**src/rtl/fp_mult_unpack_if.sv**
```systemverilog
// Operand/result handshake bundle between the FP32 multiplier front end and its neighbours.
// slave = the unpack stage, master = the producer/consumer driving it.
interface fp_mult_unpack_if;
  logic [31:0] a;
  logic [31:0] b;
  logic        in_valid;
  logic        in_ready;
  logic        out_valid;
  logic        out_ready;
  logic [22:0] NormM;
  logic [8:0]  NormE;
  logic        Sp;
  logic        GRS;
  logic [4:0]  InputExc;

  modport slave (
    input  a, b, in_valid, out_ready,
    output in_ready, out_valid, NormM, NormE, Sp, GRS, InputExc
  );

  modport master (
    output a, b, in_valid, out_ready,
    input  in_ready, out_valid, NormM, NormE, Sp, GRS, InputExc
  );
endinterface

```
**src/rtl/fp_mult_unpack.sv**
```systemverilog
// FP32 multiplier front end: unpack/classify + 24x24 product (stage 1),
// normalize, round-up decision and exception flags (stage 2).
module fp_mult_unpack #(
  parameter int BIAS = 127,
  parameter bit FTZ  = 1'b1
) (
  input  logic               clk,
  input  logic               rst,
  fp_mult_unpack_if.slave    bus
);

  // ---------------- handshake ----------------
  logic r_s1_v, r_s2_v;
  logic w_s1_load, w_s2_load;

  assign w_s2_load    = !r_s2_v || bus.out_ready;
  assign w_s1_load    = !r_s1_v || w_s2_load;
  assign bus.in_ready = w_s1_load;
  assign bus.out_valid = r_s2_v;

  always_ff @(posedge clk or posedge rst) begin
    if (rst) begin
      r_s1_v <= 1'b0;
      r_s2_v <= 1'b0;
    end else begin
      if (w_s1_load) r_s1_v <= bus.in_valid;
      if (w_s2_load) r_s2_v <= r_s1_v;
    end
  end

  // ---------------- stage 1: unpack, classify, multiply ----------------
  logic [7:0]  w_ea, w_eb;
  logic [22:0] w_fa, w_fb;
  logic [23:0] w_ma, w_mb;
  logic        w_nan_a, w_inf_a, w_zero_a, w_nan_b, w_inf_b, w_zero_b;

  assign w_ea = bus.a[30:23];
  assign w_eb = bus.b[30:23];
  assign w_fa = bus.a[22:0];
  assign w_fb = bus.b[22:0];

  // With FTZ a zero exponent kills the whole mantissa, so denormals multiply as zero.
  assign w_ma = (w_ea != 8'd0) ? {1'b1, w_fa} : (FTZ ? 24'd0 : {1'b0, w_fa});
  assign w_mb = (w_eb != 8'd0) ? {1'b1, w_fb} : (FTZ ? 24'd0 : {1'b0, w_fb});

  assign w_nan_a  = (&w_ea) && (|w_fa);
  assign w_inf_a  = (&w_ea) && !(|w_fa);
  assign w_zero_a = (w_ea == 8'd0) && (FTZ || (w_fa == 23'd0));
  assign w_nan_b  = (&w_eb) && (|w_fb);
  assign w_inf_b  = (&w_eb) && !(|w_fb);
  assign w_zero_b = (w_eb == 8'd0) && (FTZ || (w_fb == 23'd0));

  logic [47:0] r_p;
  logic [8:0]  r_sum;
  logic        r_sp1;
  logic [5:0]  r_cls;   // {nan_a, inf_a, zero_a, nan_b, inf_b, zero_b}

  always_ff @(posedge clk or posedge rst) begin
    if (rst) begin
      r_p   <= '0;
      r_sum <= '0;
      r_sp1 <= 1'b0;
      r_cls <= '0;
    end else if (w_s1_load && bus.in_valid) begin
      r_p   <= w_ma * w_mb;
      r_sum <= {1'b0, w_ea} + {1'b0, w_eb};
      r_sp1 <= bus.a[31] ^ bus.b[31];
      r_cls <= {w_nan_a, w_inf_a, w_zero_a, w_nan_b, w_inf_b, w_zero_b};
    end
  end

  // ---------------- stage 2: normalize, round decision, flags ----------------
  logic        w_hi, w_g, w_s, w_grs;
  logic [22:0] w_nm;
  logic [8:0]  w_ne;
  logic        w_inv, w_inf, w_zero, w_spec, w_ovf, w_unf;

  assign w_hi  = r_p[47];
  assign w_nm  = w_hi ? r_p[46:24] : r_p[45:23];
  assign w_g   = w_hi ? r_p[23]    : r_p[22];
  assign w_s   = w_hi ? (|r_p[22:0]) : (|r_p[21:0]);
  assign w_ne  = r_sum + {8'd0, w_hi};
  assign w_grs = w_g && (w_s || w_nm[0]);

  assign w_inv  = r_cls[5] || r_cls[2] || (r_cls[4] && r_cls[0]) || (r_cls[3] && r_cls[1]);
  assign w_inf  = (r_cls[4] || r_cls[1]) && !w_inv;
  assign w_zero = (r_cls[3] || r_cls[0]) && !w_inv && !w_inf;
  assign w_spec = w_inv || w_inf || w_zero;
  assign w_ovf  = !w_spec && (w_ne >= 9'(BIAS + 255));
  assign w_unf  = !w_spec && (w_ne <= 9'(BIAS));

  logic [22:0] r_normm;
  logic [8:0]  r_norme;
  logic        r_sp, r_grs;
  logic [4:0]  r_exc;

  always_ff @(posedge clk or posedge rst) begin
    if (rst) begin
      r_normm <= '0;
      r_norme <= '0;
      r_sp    <= 1'b0;
      r_grs   <= 1'b0;
      r_exc   <= '0;
    end else if (w_s2_load && r_s1_v) begin
      r_normm <= w_nm;
      r_norme <= w_ne;
      r_sp    <= r_sp1;
      r_grs   <= w_grs;
      r_exc   <= {w_inv, w_inf, w_zero, w_ovf, w_unf};
    end
  end

  assign bus.NormM    = r_normm;
  assign bus.NormE    = r_norme;
  assign bus.Sp       = r_sp;
  assign bus.GRS      = r_grs;
  assign bus.InputExc = r_exc;

endmodule
```
**src/flat_wrapper.sv**
```systemverilog
// flat-port wrapper written by rule: the top's interface ports become plain ports
module fp_mult_unpack_flat 
#(
  parameter int BIAS = 127,
  parameter bit FTZ  = 1'b1
)
  (clk, rst, bus_a, bus_b, bus_in_valid, bus_out_ready, bus_in_ready, bus_out_valid, bus_NormM, bus_NormE, bus_Sp, bus_GRS, bus_InputExc);
  fp_mult_unpack_if bus_i ();
  input  logic clk;
  input  logic rst;
  input wire logic [$bits(bus_i.a)-1:0] bus_a;
  input wire logic [$bits(bus_i.b)-1:0] bus_b;
  input wire logic [$bits(bus_i.in_valid)-1:0] bus_in_valid;
  input wire logic [$bits(bus_i.out_ready)-1:0] bus_out_ready;
  output wire logic [$bits(bus_i.in_ready)-1:0] bus_in_ready;
  output wire logic [$bits(bus_i.out_valid)-1:0] bus_out_valid;
  output wire logic [$bits(bus_i.NormM)-1:0] bus_NormM;
  output wire logic [$bits(bus_i.NormE)-1:0] bus_NormE;
  output wire logic [$bits(bus_i.Sp)-1:0] bus_Sp;
  output wire logic [$bits(bus_i.GRS)-1:0] bus_GRS;
  output wire logic [$bits(bus_i.InputExc)-1:0] bus_InputExc;
  assign bus_i.a = bus_a;
  assign bus_i.b = bus_b;
  assign bus_i.in_valid = bus_in_valid;
  assign bus_i.out_ready = bus_out_ready;
  assign bus_in_ready = bus_i.in_ready;
  assign bus_out_valid = bus_i.out_valid;
  assign bus_NormM = bus_i.NormM;
  assign bus_NormE = bus_i.NormE;
  assign bus_Sp = bus_i.Sp;
  assign bus_GRS = bus_i.GRS;
  assign bus_InputExc = bus_i.InputExc;
  fp_mult_unpack #(.BIAS(BIAS), .FTZ(FTZ)) u_core (.clk(clk), .rst(rst), .bus(bus_i));
endmodule
```
**config.mk**
```make
export PLATFORM = sky130hd
export DESIGN_NAME = fp_mult_unpack_flat
export DESIGN_NICKNAME = d
export VERILOG_FILES = /design/src/rtl/fp_mult_unpack_if.sv /design/src/rtl/fp_mult_unpack.sv /design/src/flat_wrapper.sv
export SDC_FILE = /design/constraint.sdc
export NUM_CORES = 2
export LEC_CHECK = 0
export ABC_AREA = 1
export CAP_MARGIN = 10
export CORE_MARGIN = 2
export CORE_UTILIZATION = 60
export DETAILED_ROUTE_END_ITERATION = 8
export PLACE_DENSITY = 0.76
export RECOVER_POWER = 25
export SYNTH_ARGS = -nofsm -noshare
export SYNTH_HDL_FRONTEND = slang
export SYNTH_SLANG_ARGS = --single-unit
```
**constraint.sdc**
```tcl
create_clock -name clk -period 7.35 [get_ports clk]
set_clock_uncertainty 0.15 [all_clocks]
set_input_delay 0.735 -clock clk [delete_from_list [all_inputs] [get_ports clk]]
set_output_delay 0.735 -clock clk [all_outputs]
set_load 0.05 [all_outputs]
```
==> results by stage <==
Status:
- The flow ran to the end, but the final reports show violations.
- The final reports fail on max-capacitance violations, max-slew violations.

Synthesis:
- The synthesized instance count is between 3000 and 4000.
- The share of the synthesized area in the top cell type is 39.13%.
- Yosys attributes the largest share of cell area to fa_1, inv_1, nand2_1, dfrtp_1, ha_1.
- For this run, asynchronously set or reset flops after synthesis account for 100.0%.
- Synthesis produced a netlist with a net count of 3968.
- The cell area that synthesis handed to floorplanning was 24710 um2.
- The most frequent cell after synthesis is inv_1.
- The number of flip-flops and latches in the synthesized netlist is about 110.
- Of all cell types, the one taking the most synthesized area is fa_1.
- The synthesized design contains 0 enable-type register cells.
- For this run, the number of Yosys warnings is 0.
- The post-synthesis area per instance is 7.643 um2.
- The number of different library cells used by synthesis comes to 39.
- The prevailing post-synth register cell is dfrtp_1.
- By count the netlist is led by inv_1, nand2_1, fa_1.
- Sequential elements use 10.63% of the synthesized area.

Clock tree:
- In this run, post-CTS hold repair placed 0 buffers.
- The clock transition at the registers of the reported paths is 0.07 ns.
- CTS saw ~110 sinks.
- The number of clock buffers inserted by TritonCTS is 9.
- TritonCTS built the clock tree.
- The clock insertion delay at the later pin of the skew report is 0.36 ns.
- The longest clock path from root to sink contains 2 buffers.
- The root buffer cell chosen for the clock tree is clkbuf_16.
- CTS built an H-tree with a depth of 3.

Finish:
- The number of inserted filler cells in the final layout is about 2900.
- The post-route netlist has 20.16% of its cells at a drive strength greater than 1.
- The growth of design area from synthesis to finish is 26.35%.
- The final cell count without fillers is 4247.
- The utilization after layout is 76.64%.
- Once layout is done, the placed cells without fillers occupy 31220 um2.
- For this run, the post-layout net count is 4445.
- The number of antenna diodes in the final layout is 0.

STA:
- Static timing analysis puts the maximum clock frequency at around 140 MHz.
- The worst path in the final design needs a cycle of 7.298 ns, including I/O delays and setup.
- The worst-case headroom to the max-slew limit is -61.55%.
- Setup violations remaining at the end of the flow were counted as 0.
- The share of the cycle needed by the critical path after routing is 99.29%.
- The pin slew with the least headroom to its limit is 2.410 ns.
- The final hold violation count came to 0.
- Setup repair after global routing could not meet its margin everywhere.
- The number of slew-limit violations in the final report was roughly 110.

Route:
- For this block, the routed nets add up to 92450 um of wire.
- The first-pass detailed-route iteration total is 6.
- The count of routing violations after the opening detailed-route iteration is 2732.
- The number of vias after detailed routing is 23871.
- In the final routed layout, each cell accounts on average for 21.77 um.
- The average vias per placed instance is 5.621.
- The DRC violations left is 0.
- The detail route stage leaves a number of antenna-violating nets equal to 0.

Place:
- The number of port buffers is 108.
- After detailed placement, the design holds a cell count of 4182.
- After detailed placement, the total cell area comes to 29120 um2.
- The half-perimeter wire length after placement is 77100 um.
- The global placer's final weighted congestion is 1.133.

Die:
- Measured along the x axis, the die boundary spans 206.9 um.
- The floorplan step set the die height to ~210 um.
- The area enclosed by the die boundary is 42820 um2.
- The count of pins on the block boundary is between 100 and 150.
- Once the floorplan was initialized, standard cells occupied 60.65% of the core.
- The region available for standard cell placement spans 40740 um2.
- The floorplan has 74 rows.

Setup path:
- The cell at the slowest stage of the critical path is fa_2.
- The destination of the worst register-to-register timing path is u_core.bus.InputExc[1].
- The data arrival time of the critical path is 7.39 ns.
- The number of cells on the worst reg-to-reg path is 8.
- The worst setup path is captured at a register.
- The maximum fanout count along the critical path is 5.
- The termination of the worst setup path is u_core.r_p[42].
- At the worst endpoint, the required time is 7.44 ns.
- The slack of the worst reg-to-reg path is 3.65 ns.
- In this run the critical register-to-register path is launched from u_core.bus.out_valid.
- The start point of the critical path is bus_a[26].
- The category of the most critical setup path is in -> reg.
- The worst setup path is launched from an input pin.
- The peak per-stage delay on the critical path is approximately 0.6 ns.

Worst hold path:
- The startpoint identified for the worst hold timing path is u_core.r_p[32].
- The worst hold path belongs to the class reg -> reg.

Global routing:
- The remaining global-route overflow is 0.
- The global-route wire length before repair is 138700 um.
- The number of antenna violations at the first check in global routing is 1.
- Across every metal layer, demand over resource in global routing totals 43.89%.
- The largest net degree at the start of global routing is 81.
- The via count of the first global-routing pass is 24938.

Job:
- The max-cap check violation count is 2.
placed cells by master (no fill, tap or decap), drive strengths merged:
cell,Yosys,routed
inv,831,833
nand2,780,780
fa,483,483
nor2,452,452
buf,48,431
ha,184,184
dfrtp,105,105
clkdlybuf4s50,0,88
nand3,84,84
o21ai,79,79
a21oi,39,39
nand4,22,22
xnor2,21,21
clkinv,12,16
or2,12,12
clkbuf,27,11
nor3,10,10
xor2,9,9
nor4,9,9
dlygate4sd2,0,8
a31oi,7,7
clkdlybuf4s15,0,7
o21bai,5,5
o211ai,3,3
nand3b,3,3
o22ai,2,2
and2,2,2
dlymetal6s2s,0,2
dlygate4sd3,0,2
and3,1,1
a2111oi,1,1
mux2,1,1
clkinvlp,0,1
o31ai,1,1
bufinv,0,1
stage by stage:
stage                     hold WS (ns)  setup WS [ns]  TNS, ns
after detailed placement        0.3189        -0.8944   -24.38
after floorplan                 0.2922         0.3834        0
after CTS                       0.3376         0.1197        0
after global routing            0.3548       -0.09902   -1.043
final                           0.3406        0.05211        0
after global placement          0.3098        -0.8233   -20.72
routing by layer:
layer  track usage, %  vias to the layer above  share of wire (%)
met5                0                        -              0.013
met4            24.42                        2                7.4
met3            8.336                      443                 11
met2            71.89                     1529                 46
met1            55.00                    11594                 36
li1                 -                    10303                  -
flip-flops by register name, indices dropped and copies added (netlist names):
signal / cells
u_core.bus.out_valid: 1
u_core.r_p: 48
u_core.r_sum: 9
u_core.bus.GRS: 1
u_core.r_s1_v: 1
u_core.r_sp1: 1
u_core.bus.NormM: 23
u_core.r_cls: 6
u_core.bus.InputExc: 5
u_core.bus.NormE: 9
u_core.bus.Sp: 1
what timing repair did:
action | 4_1_cts | 5_1_grt
pin swaps | 67 | 97
buffers inserted | 19 | 29
hold endpoints to repair | 0 | 0
resized for setup | 203 | 206
setup endpoints to repair | 34 | 36
cloned | 2 | 0
cells by family after synthesis:
family	Yosys count	synth area share, %
compound gates	137	2.927
xor+xnor	30	1.063
fa+ha+maj	667	48.45
buf+inv	918	14.37
flops	105	10.63
mux	1	0.04557
simple gates	1375	22.51
final cells by class:
cell class                      count  area [um2]  share of cell area (%)
Multi-Input combinational cell   2210       19610                   62.82
Inverter                          843        3221                   10.32
Timing Repair Buffer              540        4775                   15.29
Timing Repair inverter              1       8.758                 0.02805
Sequential cell                   105        2628                   8.416
Clock inverter                      7       86.33                  0.2765
Tap cell                          532       665.6                   2.132
Clock buffer                        9       225.2                  0.7214
critical path, delay by kind of cell:
family | cells | cell delay (ns)
buffers and inverters | 10 | 1.17
AND/OR/NAND/NOR | 17 | 1.71
adder cells (fa/ha/maj) | 8 | 3.76
worst min-delay path by stage:
| stage | slack [ns] | endpoint | cells past startpoint |
|---|---|---|---|
| after floorplan | 0.29 | u_core.bus.Sp | 2 |
| after global placement | 0.31 | u_core.bus.Sp | 2 |
| after detailed placement | 0.32 | u_core.r_p[1] | 2 |
| after CTS | 0.34 | u_core.r_p[1] | 2 |
| after global routing | 0.35 | u_core.bus.NormE[1] | 2 |
| final | 0.34 | u_core.r_p[32] | 2 |
Power is not shown: default switching activity piles up to over one toggle a cycle in this logic, so the estimate is an artifact.
